### src/rtl/serial_burst_router_if.sv
// rtl/serial_burst_router_if.sv - burst request and serial channel bundle for serial_burst_router
//
// Purpose: carries the burst request (start/len/ch_sel/abort), the incoming
// serial bit, and the per-channel serial outputs with status.
// Ports (signals):
//   start, len, ch_sel, abort, serial_in : requester -> router
//   serial_out, valid                    : router -> channels (CHANNELS wide)
//   busy, last, done, remaining, err     : router status
// Modports: master = requester side, slave = router side.
interface serial_burst_router_if #(
  parameter int CNT_W    = 8,
  parameter int CHANNELS = 4,
  parameter int SEL_W    = 2
);
  logic                start;
  logic [CNT_W-1:0]    len;
  logic [SEL_W-1:0]    ch_sel;
  logic                abort;
  logic                serial_in;
  logic [CHANNELS-1:0] serial_out;
  logic [CHANNELS-1:0] valid;
  logic                busy;
  logic                last;
  logic                done;
  logic [CNT_W-1:0]    remaining;
  logic [1:0]          err;

  modport master (
    output start, len, ch_sel, abort, serial_in,
    input  serial_out, valid, busy, last, done, remaining, err
  );

  modport slave (
    input  start, len, ch_sel, abort, serial_in,
    output serial_out, valid, busy, last, done, remaining, err
  );
endinterface

### src/rtl/serial_burst_router.sv
// rtl/serial_burst_router.sv - routes a serial bit stream to one channel for a counted burst
//
// Purpose: on an accepted start, routes serial_in to the latched channel for
// exactly len cycles, then pulses done for one cycle. abort terminates the
// burst early without done. err flags zero-length requests (bit0) and
// requests arriving while a burst is active (bit1).
// Ports:
//   clk : clock, rising edge
//   rst : asynchronous active-high reset
//   bus : serial_burst_router_if.slave (request, serial data, status)
module serial_burst_router #(
  parameter int CNT_W    = 8,
  parameter int CHANNELS = 4,
  parameter int SEL_W    = 2
) (
  input  logic                    clk,
  input  logic                    rst,
  serial_burst_router_if.slave    bus
);

  typedef enum logic [1:0] {
    IDLE = 2'd0,
    SEND = 2'd1,
    DONE = 2'd2
  } state_t;

  state_t           state;
  logic [CNT_W-1:0] remaining;
  logic [SEL_W-1:0] active;
  logic             done_q;
  logic [1:0]       err_q;

  always_ff @(posedge clk or posedge rst) begin
    if (rst) begin
      state     <= IDLE;
      remaining <= '0;
      active    <= '0;
      done_q    <= 1'b0;
      err_q     <= 2'b00;
    end else begin
      done_q <= 1'b0;
      err_q  <= 2'b00;
      case (state)
        IDLE: begin
          // abort alongside start cancels the request outright, so no error either
          if (bus.start && !bus.abort) begin
            if (bus.len == '0) begin
              err_q[0] <= 1'b1;
            end else begin
              state     <= SEND;
              remaining <= bus.len;
              active    <= bus.ch_sel;
            end
          end
        end
        SEND: begin
          if (bus.start) err_q[1] <= 1'b1;
          // abort wins over the final-bit completion
          if (bus.abort) begin
            state     <= IDLE;
            remaining <= '0;
          end else if (remaining == CNT_W'(1)) begin
            state     <= DONE;
            remaining <= '0;
            done_q    <= 1'b1;
          end else begin
            remaining <= remaining - CNT_W'(1);
          end
        end
        DONE: begin
          if (bus.start) err_q[1] <= 1'b1;
          state <= IDLE;
        end
        default: begin
          state     <= IDLE;
          remaining <= '0;
        end
      endcase
    end
  end

  // Channel decode by equality: an out-of-range active value matches no
  // channel, so the burst still times out but nothing is strobed.
  always_comb begin
    bus.valid      = '0;
    bus.serial_out = '0;
    for (int i = 0; i < CHANNELS; i++) begin
      if (state == SEND && active == SEL_W'(i)) begin
        bus.valid[i]      = 1'b1;
        bus.serial_out[i] = bus.serial_in;
      end
    end
  end

  assign bus.busy      = (state != IDLE);
  assign bus.last      = (state == SEND) && (remaining == CNT_W'(1));
  assign bus.done      = done_q;
  assign bus.remaining = remaining;
  assign bus.err       = err_q;

endmodule

### src/flat_wrapper.sv
// flat-port wrapper written by rule: the top's interface ports become plain ports
module serial_burst_router_flat 
#(
  parameter int CNT_W    = 8,
  parameter int CHANNELS = 4,
  parameter int SEL_W    = 2
)
  (clk, rst, bus_start, bus_len, bus_ch_sel, bus_abort, bus_serial_in, bus_serial_out, bus_valid, bus_busy, bus_last, bus_done, bus_remaining, bus_err);
  serial_burst_router_if #(.CNT_W(CNT_W), .CHANNELS(CHANNELS), .SEL_W(SEL_W)) bus_i ();
  input  logic clk;
  input  logic rst;
  input wire logic [$bits(bus_i.start)-1:0] bus_start;
  input wire logic [$bits(bus_i.len)-1:0] bus_len;
  input wire logic [$bits(bus_i.ch_sel)-1:0] bus_ch_sel;
  input wire logic [$bits(bus_i.abort)-1:0] bus_abort;
  input wire logic [$bits(bus_i.serial_in)-1:0] bus_serial_in;
  output wire logic [$bits(bus_i.serial_out)-1:0] bus_serial_out;
  output wire logic [$bits(bus_i.valid)-1:0] bus_valid;
  output wire logic [$bits(bus_i.busy)-1:0] bus_busy;
  output wire logic [$bits(bus_i.last)-1:0] bus_last;
  output wire logic [$bits(bus_i.done)-1:0] bus_done;
  output wire logic [$bits(bus_i.remaining)-1:0] bus_remaining;
  output wire logic [$bits(bus_i.err)-1:0] bus_err;
  assign bus_i.start = bus_start;
  assign bus_i.len = bus_len;
  assign bus_i.ch_sel = bus_ch_sel;
  assign bus_i.abort = bus_abort;
  assign bus_i.serial_in = bus_serial_in;
  assign bus_serial_out = bus_i.serial_out;
  assign bus_valid = bus_i.valid;
  assign bus_busy = bus_i.busy;
  assign bus_last = bus_i.last;
  assign bus_done = bus_i.done;
  assign bus_remaining = bus_i.remaining;
  assign bus_err = bus_i.err;
  serial_burst_router #(.CNT_W(CNT_W), .CHANNELS(CHANNELS), .SEL_W(SEL_W)) u_core (.clk(clk), .rst(rst), .bus(bus_i));
endmodule
### config.mk
export PLATFORM = sky130hd
export DESIGN_NAME = serial_burst_router_flat
export DESIGN_NICKNAME = d
export VERILOG_FILES = /design/src/rtl/serial_burst_router_if.sv /design/src/rtl/serial_burst_router.sv /design/src/flat_wrapper.sv
export SDC_FILE = /design/constraint.sdc
export NUM_CORES = 1
export LEC_CHECK = 0
export BUFFER_PORTS_ARGS = -buffer_cell sky130_fd_sc_hd__buf_2
export CORE_ASPECT_RATIO = 0.9
export CORE_MARGIN = 2
export CORE_UTILIZATION = 40
export CTS_BUF_LIST = sky130_fd_sc_hd__clkbuf_16
export CTS_CLUSTER_DIAMETER = 100
export DETAILED_ROUTE_END_ITERATION = 16
export GPL_ROUTABILITY_DRIVEN = 0
export PLACE_DENSITY = 0.69
export SYNTH_ARGS = -nofsm -noshare
export SYNTH_HDL_FRONTEND = slang
export SYNTH_SLANG_ARGS = --single-unit
### constraint.sdc
create_clock -name clk -period 1.65 [get_ports clk]
set_input_delay 0.165 -clock clk [delete_from_list [all_inputs] [get_ports clk]]
set_output_delay 0.165 -clock clk [all_outputs]
set_load 0.01 [all_outputs]
# --- Word-level counts from Yosys, hierarchy flattened ---
# Cells that the tools add are included.
op_classes:
  n_addsub: 1
  multipliers: 0
  div: 0
  order_cmp: 0
  n_eq_ne: 9
  shift: 0
  n_mux: 26
  n_bitwise: 2
  reduce_logical: 15
ops:
  columns: ["op", "n"]
  rows:
  - ["$mux W8", 4]
  - ["$pmux W8 S3", 1]
  - ["$mux W1", 16]
  - ["$reduce_and A3 Y1", 3]
  - ["$eq A8 B1 Y1 const B", 1]
  - ["$logic_not A8 Y1", 1]
  - ["$mux W2", 4]
  - ["$sub A8 B1 Y8 const B", 1]
  - ["$eq A2 B2 Y1 const B", 3]
  - ["$logic_and A1 B1 Y1", 6]
  - ["$eq A2 B1 Y1 const B", 2]
  - ["$logic_not A2 Y1", 2]
  - ["$pmux W2 S2", 1]
  - ["$ne A3 B2 Y1 const B", 1]
  - ["$ne A2 B1 Y1 const B", 1]
  - ["$ne A2 B2 Y1 const B", 1]
  - ["$not A1 Y1", 2]
  - ["$reduce_bool A2 Y1", 1]
  - ["$reduce_or A2 Y1", 1]
  - ["$logic_not A1 Y1", 1]
word_totals:
  reg_bits: 15
  latch_bits: 0
  mem_bits_rw: 0
  romBits: 0
  inputBits: 15
  out_inout_bits: 21
  n_memories: 0

# --- Logic depth before layout (Yosys ltp) ---
logic_depth:
  depth_word: 4
  depth_mapped: 7
  depth_no_buf: 6

# --- Worst setup path after synthesis ---
# OpenSTA, ideal clock, no wires.
synth_path:
  kind: "reg2reg"
  startpoint: "reg u_core.state[1]"
  endpoint: "reg u_core.remaining[5], in the netlist u_core.bus.remaining[5]"
  arrival_ns: 1.728
  t_required_ns: 1.586
  setup_slack_ns: -0.142
  stages_incl_launch_ff: 7
  period_less_slack_ns: 1.792
  cell_sequence: "dfrtp_1 > inv_1 > ha_1 > or3b_1 > o41a_1 > a221oi_1 > a21o_1"
synth_between:
  elab_chain_cells: 3
  elab_cells_between_ends: 8
synth_rtl:
  columns: ["element", "line", "source"]
  rows:
  - ["from (decl)", "serial_burst_router.sv:27", "state_t state;"]
  - ["from (signal assigned)", "serial_burst_router.sv:35", "state <= IDLE;"]
  - ["from (signal assigned)", "serial_burst_router.sv:50", "state <= SEND;"]
  - ["from (signal assigned)", "serial_burst_router.sv:60", "state <= IDLE;"]
  - ["$logic_not A2 Y1 or $eq A2 B2 Y1 (tied branches)", "serial_burst_router.sv:43", "case (state)"]
  - ["$ne A2 B1 Y1 (no source line), or another cell as far along", null, null]
  - ["$reduce_and A3 Y1 (no source line)", null, null]
  - ["to (signal assigned)", "serial_burst_router.sv:51", "remaining <= bus.len;"]
  - ["to (signal assigned)", "serial_burst_router.sv:67", "remaining <= remaining - CNT_W'(1);"]
  - ["to (decl)", "serial_burst_router.sv:28", "logic [CNT_W-1:0] remaining;"]
# Several ways; a longest one is shown, not always the timed one.
# A chain may end at the register's enable or synchronous reset.

# --- Worst setup path after layout ---
# Same ends and word-level chain as after synthesis.

==> results.tsv <==
stage	metric	value	unit
drt	wire_per_inst	16.3	um
timing	period_share	108	%
synthesis	postSynth.topFlopCell	dfrtp_1	
setup_path	path_max_fanout	3	
timing	slew-limit-headroom	59.4	%
timing	setup_violations	6	
synthesis	postSynth.asyncResetShare	100	%
placement	total_of_buffers_placed_on_input_and_output_ports	35	
synthesis	mappedNetlistArea	1050	um^2
floorplan	floorplan.initialDensity	42.4	%
drt	drc	0	
clock_network	cts_root_buffer	clkbuf_16	
cells_and_area	layout-drive-gt1-share	58.3	%
timing	setup_slack	-0.125	ns
clock_network	cts_tree	built	
floorplan	boundaryPins	36	
synthesis	synth-seq-area-share	35.9	%
floorplan	placementRows	17	
setup_path	worst-endpoint-required	1.84	ns
timing	fin_setup_tns	-0.477	ns
floorplan	fp.coreArea	2470	um^2
run_status	violations	hold timing, setup timing	
run_status	outcome	finished, violations left	
cells_and_area	filler_cell_count	198	
cells_and_area	antenna-diode-count	0	
synthesis	postSynthRegisterBits	15	
clock_network	worstSkewPairLatency	0.25	ns
timing	maxSlewViolCount	0	
clock_network	cts-buffers-inserted	3	
clock_network	clock_sinks	15	
timing	timing_hold_violations_final	15	
timing	unrepaired_setup_endpoints_after_global_routing	true	
synthesis	yosys.cell_types.count	46	
power_and_ir_drop	irDropWorstVdd	1580	uV
clock_network	clock_slew_seen_by_the_registers_of_the_worst_setup_and_hold_paths	0.05	ns
setup_path	criticalPathCategory	flop to flop	
cells_and_area	final_core_util	67.8	%
floorplan	fp.dieW	57.9	um
cells_and_area	design.final.nets	196	
synthesis	ys_top_cells_by_count	15 x dfrtp_1, 11 x nor2_1, 9 x inv_1	
setup_path	setup.worst_path.start_class	flop	
clock_network	cts.path.max_buffers	2	
drt	detailedRoute.firstIterationViolations	22	
timing	timing.final.crit_period	1.78	ns
setup_path	cp-end-kind	flop	
power_and_ir_drop	power.density_cell_area	2000	nW/um^2
grt	grt_overflow	0	
synthesis	yosysMostFrequentCell	dfrtp_1	
synthesis	syn-mean-instance-area	9.60	um^2
synthesis	synthDominantAreaCellType	dfrtp_1	
synthesis	synthesis.yosys.warnings	0	
drt	final_antenna_net_count	0	
timing	fin_skew	0.00228	ns
timing	maxClockFrequency	563	MHz
timing	worst_slew_pin_slew	0.609	ns
floorplan	die_h	52.5	um
placement	dp.final_hpwl	2.33	mm
grt	grt_pass1_vias	1067	
clock_network	cts.hold.buffers_added	0	
synthesis	top_cell_type_s_share_of_synthesized_area	35.9	%
synthesis	synth_area_leaders	dfrtp_1 36%, ha_1 6.0%, nor2_1 3.9%	
grt	grt_max_degree	16	
drt	vias	1158	
grt	grt_pass1_wl	5.09	mm
drt	first_pass_iters	4	
grt	grt_antenna_before_repair	0	
power_and_ir_drop	p_leak	0.000871	uW
setup_path	worstPathArrival	1.96	ns
cells_and_area	syn_to_final_growth	60.0	%
drt	route.final.wire_length	3.31	mm
synthesis	synth_nets	129	
drt	routed_via_density	5.70	
flow_run	max-cap-violations	0	
synthesis	synth_edf_count	0	
clock_network	cts.htree.levels	1	
min_path	worstHoldPathType	primary input to async pin	
grt	grtUsageTotal	22.7	%
timing	holdWs	-0.0181	ns
synthesis	netlist_instances	109	
floorplan	die_area	3040	um^2
where the power goes:
part           leakage, uW  internal [uW]  switching (uW)
registers         0.000193            510             179
clock network    0.0000423            322             159
logic             0.000636           1110            1070
total             0.000871           1940            1410
worst max-delay path, stage by stage (launching register included):
cell and delay, ns:
dfrtp_1 0.40, inv_2 0.08, ha_4 0.13, or3b_1 0.36, o41a_1 0.39, a221oi_2 0.22, a21o_1 0.12
per-stage QoR:
| stage | instance area [um^2] | hold slack, ns | total power [uW] | setup slack [ns] | instances |
|---|---|---|---|---|---|
| 3_5_place_dp | 1460 | 0.269 | 2500 | -0.0966 | 193 |
| 3_3_place_gp | 1460 | 0.267 | 2450 | -0.0940 | 193 |
| 2_1_floorplan | 1090 | 0.0664 | 1730 | -0.0377 | 109 |
| 5_1_grt | 1670 | 0.0308 | 3550 | -0.174 | 203 |
| 6_report | 1670 | -0.0181 | 3350 | -0.125 | 203 |
| 4_1_cts | 1610 | 0.00604 | 3130 | -0.0926 | 204 |
placed cells by master, fill, tap and decap left out, types with 2 or more instances in the layout:
master	n
a21o_1	2
nand2b_4	2
inv_1	7
dfrtp_2	2
a21oi_2	3
mux2_2	2
nand2_1	6
ha_4	3
buf_4	30
nor2_1	10
a221o_1	4
mux2i_1	3
dfrtp_1	13
buf_2	35
or4_4	3
inv_2	3
and3_1	3
a221oi_2	3
nor3_1	2
clkbuf_16	3
flip-flops by register name, indices dropped and copies added, names as in the netlist:
| register | flops |
|---|---|
| u_core.active | 2 |
| u_core.bus.done | 1 |
| u_core.bus.err | 2 |
| u_core.bus.remaining | 8 |
| u_core.state | 2 |
cells by family (layout without fill, tap and decap cells):
kind of cell | after synthesis | after routing | synth area share (%)
buffers and inverters | 13 | 79 | 5.74
adders and majority gates | 5 | 5 | 5.98
muxes | 5 | 5 | 5.02
DFF | 15 | 15 | 35.9
and+or+nand+nor | 41 | 41 | 22.3
AOI/OAI and AO/OA | 30 | 30 | 25.1
routing by layer:
| layer | vias to the layer above | global-route usage, % | share of wire, % |
|---|---|---|---|
| met4 | 0 | 6.98 | 1.2 |
| met3 | 5 | 5.19 | 5.6 |
| met5 | - | 0 | 0 |
| met2 | 41 | 38.3 | 50 |
| met1 | 567 | 28.8 | 43 |
| li1 | 545 | - | - |
layout make-up:
type	instances	area, um^2	area share (%)
sequential	15	378	22.6
timing repair buffer	66	412	24.6
tap	28	35.0	2.09
clock inverter	1	3.75	0.224
clock buffer	3	75.1	4.48
inverter	9	33.8	2.02
multi-input combinational	81	737	44.0
timing repair:
action,in CTS,in global routing
pin swaps,2,1
endpoints found under the setup margin,8,15
setup buffers,7,0
gates resized for setup,4,16
path summary, 6_finish.rpt:
path / startpoint / cells after the start / endpoint / slack, ns
setup / recovery: u_core.state[1] / 6 / u_core.bus.remaining[5] / -0.13
hold / removal: rst / 2 / u_core.active[0] / -0.02
setup reg to reg: u_core.state[1] / 6 / u_core.bus.remaining[5] / -0.13
hold reg to reg: u_core.active[0] / 1 / u_core.active[0] / 0.58
max in group asynchronous: rst / 2 / u_core.bus.remaining[4] / 1.24
min in group clk: bus_start / 2 / u_core.bus.err[1] / 0.14
No activity file was read; power rests on OpenSTA's default activity.
